**src/rtl/sm3_pkg.sv**
```systemverilog
// Shared SM3 definitions.
//   SM3_DIGEST_W    : digest width in bits (256)
//   sm3_res_state_e : result serializer FSM states (IDLE, SEND)
//   SM3_ABC_DIGEST  : SM3 digest of the message "abc", used as a reference value
package sm3_pkg;

    localparam int SM3_DIGEST_W = 256;

    typedef enum logic {
        IDLE = 1'b0,
        SEND = 1'b1
    } sm3_res_state_e;

    localparam logic [SM3_DIGEST_W-1:0] SM3_ABC_DIGEST =
        256'h66c7f0f4_62eeedd9_d1f2d46b_dc10e4e2_4167c487_5cf2f7a2_297da02b_8f4ba8e0;

endpackage

```
**src/rtl/sm3_res_serializer.sv**
```systemverilog
// sm3_res_serializer
// Captures the 256-bit SM3 digest on cmprss_otpt_vld and streams it out as
// WORD_NUM = 256/OTPT_DW words, most significant word first, over a
// valid/ready/last handshake. Digests arriving while a stream is draining
// are dropped and flagged in the sticky res_ovf bit.
//
// Optional feature macro: SM3_RES_CMP_EN
//   When defined, the captured digest is compared with res_exp and the
//   result is reported alongside word 0 of the stream.
//
// Ports:
//   clk              : clock, rising edge
//   rst_n            : synchronous active-low reset
//   cmprss_otpt_res  : digest from the core (valid with cmprss_otpt_vld)
//   cmprss_otpt_vld  : single-cycle digest strobe
//   res_otpt_d       : output word
//   res_otpt_vld     : output word valid
//   res_otpt_lst     : final word of a digest
//   res_otpt_rdy     : downstream ready
//   res_busy         : high while streaming
//   res_ovf          : sticky dropped-digest flag
//   res_ovf_clr      : clears res_ovf (a simultaneous new drop wins)
//   res_exp          : expected digest            (SM3_RES_CMP_EN only)
//   res_cmp_vld      : compare result strobe      (SM3_RES_CMP_EN only)
//   res_cmp_ok       : compare result, held       (SM3_RES_CMP_EN only)
module sm3_res_serializer
    import sm3_pkg::*;
#(
    parameter int OTPT_DW = 32
) (
    input  logic                    clk,
    input  logic                    rst_n,
    input  logic [SM3_DIGEST_W-1:0] cmprss_otpt_res,
    input  logic                    cmprss_otpt_vld,
    output logic [OTPT_DW-1:0]      res_otpt_d,
    output logic                    res_otpt_vld,
    output logic                    res_otpt_lst,
    input  logic                    res_otpt_rdy,
    output logic                    res_busy,
    output logic                    res_ovf,
    input  logic                    res_ovf_clr
`ifdef SM3_RES_CMP_EN
    ,
    input  logic [SM3_DIGEST_W-1:0] res_exp,
    output logic                    res_cmp_vld,
    output logic                    res_cmp_ok
`endif
);

    localparam int WORD_NUM = SM3_DIGEST_W / OTPT_DW;
    localparam int CNT_W    = (WORD_NUM > 1) ? $clog2(WORD_NUM) : 1;
    localparam logic [CNT_W-1:0] LAST_CNT = CNT_W'(WORD_NUM - 1);
    localparam logic [CNT_W-1:0] ONE_CNT  = CNT_W'(1);

    sm3_res_state_e          state_q;
    logic [SM3_DIGEST_W-1:0] shreg_q;
    logic [CNT_W-1:0]        cnt_q;
    logic                    ovf_q;
`ifdef SM3_RES_CMP_EN
    logic                    cmp_vld_q;
    logic                    cmp_ok_q;
`endif

    logic xfer;
    logic last_xfer;
    logic capture;
    logic drop;

    assign xfer      = (state_q == SEND) && res_otpt_rdy;
    assign last_xfer = xfer && (cnt_q == LAST_CNT);
    // A new digest is accepted when idle, or in the very cycle the final
    // word leaves, which keeps the stream gap-free for back-to-back digests.
    assign capture   = cmprss_otpt_vld && ((state_q == IDLE) || last_xfer);
    assign drop      = cmprss_otpt_vld && !capture;

    always_ff @(posedge clk) begin
        if (!rst_n) begin
            state_q   <= IDLE;
            shreg_q   <= '0;
            cnt_q     <= '0;
            ovf_q     <= 1'b0;
`ifdef SM3_RES_CMP_EN
            cmp_vld_q <= 1'b0;
            cmp_ok_q  <= 1'b0;
`endif
        end else begin
            if (capture) begin
                state_q <= SEND;
                shreg_q <= cmprss_otpt_res;
                cnt_q   <= '0;
            end else if (xfer) begin
                // Once all words have shifted out the register is zero,
                // so the idle data output reads back as zero.
                shreg_q <= shreg_q << OTPT_DW;
                cnt_q   <= cnt_q + ONE_CNT;
                if (last_xfer) begin
                    state_q <= IDLE;
                end
            end

            // Sticky overflow; a drop in the same cycle as a clear wins.
            if (drop) begin
                ovf_q <= 1'b1;
            end else if (res_ovf_clr) begin
                ovf_q <= 1'b0;
            end

`ifdef SM3_RES_CMP_EN
            // Registered with the capture so the strobe lines up with word 0.
            cmp_vld_q <= capture;
            if (capture) begin
                cmp_ok_q <= (cmprss_otpt_res == res_exp);
            end
`endif
        end
    end

    assign res_otpt_vld = (state_q == SEND);
    assign res_otpt_d   = shreg_q[SM3_DIGEST_W-1 -: OTPT_DW];
    assign res_otpt_lst = (state_q == SEND) && (cnt_q == LAST_CNT);
    assign res_busy     = (state_q == SEND);
    assign res_ovf      = ovf_q;
`ifdef SM3_RES_CMP_EN
    assign res_cmp_vld  = cmp_vld_q;
    assign res_cmp_ok   = cmp_ok_q;
`endif

endmodule

```
**config.mk**
```make
export PLATFORM = sky130hd
export DESIGN_NAME = sm3_res_serializer
export DESIGN_NICKNAME = d
export VERILOG_FILES = /design/src/rtl/sm3_pkg.sv /design/src/rtl/sm3_res_serializer.sv
export SDC_FILE = /design/constraint.sdc
export NUM_CORES = 1
export LEC_CHECK = 0
export CAP_MARGIN = 0
export CORE_MARGIN = 5
export CORE_UTILIZATION = 40
export DETAILED_ROUTE_END_ITERATION = 8
export GPL_TIMING_DRIVEN = 1
export PLACE_DENSITY = 0.65
export RECOVER_POWER = 100
export SETUP_SLACK_MARGIN = 0.5
export SYNTH_ARGS = -nofsm -noshare
export SYNTH_HDL_FRONTEND = slang
export SYNTH_SLANG_ARGS = --single-unit
```
**constraint.sdc**
```tcl
create_clock -name clk -period 2.35 [get_ports clk]
set_clock_uncertainty 0.2 [all_clocks]
set_input_delay 0.3525 -clock clk [delete_from_list [all_inputs] [get_ports clk]]
set_output_delay 0.3525 -clock clk [all_outputs]
set_load 0.01 [all_outputs]
```
==> results.md <==
* Bufs on Longest Clock Path at 3
* Distinct cells, synth at 22
* Synth-to-layout area growth at 49.0%
* CTS Buf Count at 28
* Worst setup margin at 159 ps
* Max stage delay cell, worst path: dfxtp_1
* Area leader, netlist: dfxtp_1
* Worst Tran Pin Value at 509 ps
* Die X at 179 um
* GRT Residual Overflow at 0
* TritonCTS clock tree: done
* Vias per cell at 5.79
* P_leak at 0.00621 uW
* WHS at 197 ps
* Core ar. at 0.0280 sq mm
* Filler cells at 2444
* Clk root buf: clkbuf_16
* Final net count at 1922
* Drt total wl at 44500 um
* DP Wirelength at 26100 um
* Flops & latches, synth at 261
* Slew HR at 66.0%
* Vias in the first global route at 11600
* Status: finished clean
* CP Capture Type: register
* Flop2flop setup slack at 160 ps
* PD cells at 675 mW/mm^2
* H-Tree Depth at 1
* Worst hold path class: in2reg
* Crit Path Category: reg2reg
* Sequential area share after synthesis at 45.8%
* Count of pins over their slew limit at 0
* Placed inst area at 0.0146 sq mm
* Required @ worst endpoint at 2570 ps
* Peak VDD IR at 0.000527 V
* Gpl congestion at 0.801
* First-pass GRT wire length at 64300 um
* Post-synth net total at 1665
* Die H at 179 um
* Syn_area_per_cell at 8.14 sq um
* Post-route cell area at 0.0170 sq mm
* Setup WS pre-CTS at 134 ps
* Post-Synthesis Cells at 1402
* Clock Latency Late Sink at 550 ps
* GRT Total Usage at 25.2%
* Fin crit period at 2190 ps
* WL/cell at 21.7 um
* Effective utilization at floorplan at 40.7%
* Fraction of registers with async set/reset at 0%
* Post-synth EDFFs at 0
* CP peak stage delay at 370 ps
* Period utilization at 93.2%
* Count of clock tree sinks at 261
* Mapped Area at 0.0114 sq mm
* CP Max Fanout at 7
* Largest net degree at the start of global routing at 84
* Unrepaired setup endpoints after global routing: yes
* Starting DRT DRC Count at 1352
* Initial antenna violation count at 10
* Max-Cap Viols at 0
* Setup crit start kind: register
* Reg area at 0.00523 sq mm
* Setup-failing EPs final at 0
* Area of the multi-input gates at 0.00544 sq mm
* Die area at 0.0320 sq mm
* Row cnt at 61
* Pre-antenna DRT Iters at 6
* Ys flop type: dfxtp_1
* Area contributors post-synth: dfxtp_1 46%, nand2_1 15%, o31ai_1 15%
* Syn. warnings at 0
* Most frequent cells after synthesis: 454 x nand2_1, 261 x dfxtp_1, 224 x a31oi_1, 224 x o31ai_1, 80 x clkbuf_1
* Clock transition at path regs at 60 ps
* Share of layout cells above drive strength 1 at 11.2%
* Final Hold Viols at 0
* Core Util, Final at 60.7%
* Routed Antenna Nets at 0
* Crit-path cells: ha_4 -> ha_4 -> clkbuf_1 -> a21boi_4 -> buf_12 -> buf_16 -> buf_12 -> clkbuf_2 -> o31ai_1 -> a31oi_1
* Via count at 11900
* Max Freq at 456 MHz
* DRC errors left at 0
* Crit path DAT at 2410 ps
* Final TNS setup at 0 ps
* Most common cell in the netlist: nand2_1
* Share of the synthesized area in the top cell type at 45.8%
* Ports at 297
* Port bufs at 296
where the power goes:
part,total (uW),switching (uW),internal [uW]
clock,4310,1770,2540
combinational,2190,1030,1160
sequential,4980,201,4780
total,11500,3000,8490
worst max-delay path: cells and delay by family, from the launching register on:
family          cells  cell delay (ps)
compound gates      3              430
fa+ha+maj           2              280
buf+inv             5              770
flops               1              370
registers in the layout, indices dropped and copies added (netlist names):
register / cells
shreg_q: 256
cnt_q: 3
res_busy: 1
res_ovf: 1
final timing paths:
kind | depth (start not counted) | to | start
worst max register to register | 10 | shreg_q[246] | cnt_q[0]
worst min-delay path | 2 | shreg_q[12] | cmprss_otpt_res[12]
worst max-delay path | 10 | shreg_q[246] | cnt_q[0]
worst min register to register | 2 | shreg_q[92] | shreg_q[60]
cell type report:
| cell class | instances | share of cell area [%] |
|---|---|---|
| multi-input combinational | 951 | 32.0 |
| antenna | 5 | 0.0736 |
| timing repair buffer | 415 | 29.2 |
| sequential | 261 | 30.7 |
| inverter | 2 | 0.0736 |
| clock buffer | 41 | 4.94 |
| tap | 378 | 2.78 |
| clock inverter | 2 | 0.206 |
cells in the final DEF (no fill, tap or decap), types with 27 or more instances in the layout:
cell and instances:
buf_12 31, a31oi_1 224, clkdlybuf4s50_1 259, clkbuf_16 39, a22o_1 32, nand2_1 452, o31ai_2 27, dlygate4sd2_1 28
o31ai_1 193, dfxtp_1 260
kinds of logic after synthesis:
group	share of synthesized area [%]
AO/OA/AOI/OAI	30.0
adder cells (fa/ha/maj)	0.219
flip-flops	45.8
XOR/XNOR	0.0768
buffers and inverters	8.70
AND/OR/NAND/NOR	15.3
metrics by stage:
| stage | cells | power, uW |
|---|---|---|
| after floorplan | 1402 | 5960 |
| after global placement | 1937 | 6780 |
| after detailed placement | 1937 | 6810 |
| after CTS | 2025 | 11400 |
| after global routing | 2054 | 11900 |
| final | 2055 | 11500 |
routing by layer:
metal	GRT usage, %	wire length (um)	vias up
met5	0	68	-
met4	10.1	1590	10
met3	5.93	3810	92
met2	40.3	21100	563
met1	32.8	17900	5656
li1	-	-	5584
timing repair:
| action | CTS | global route |
|---|---|---|
| pin swaps | 0 | 3 |
| endpoints found under the setup margin | 263 | 268 |
| hold endpoints to repair | 18 | 0 |
| hold buffers | 1 | 0 |
| gates resized for setup | 110 | 63 |
| setup buffers | 23 | 9 |
| cloned | 21 | 16 |
No activity file was read; power rests on OpenSTA's default activity.
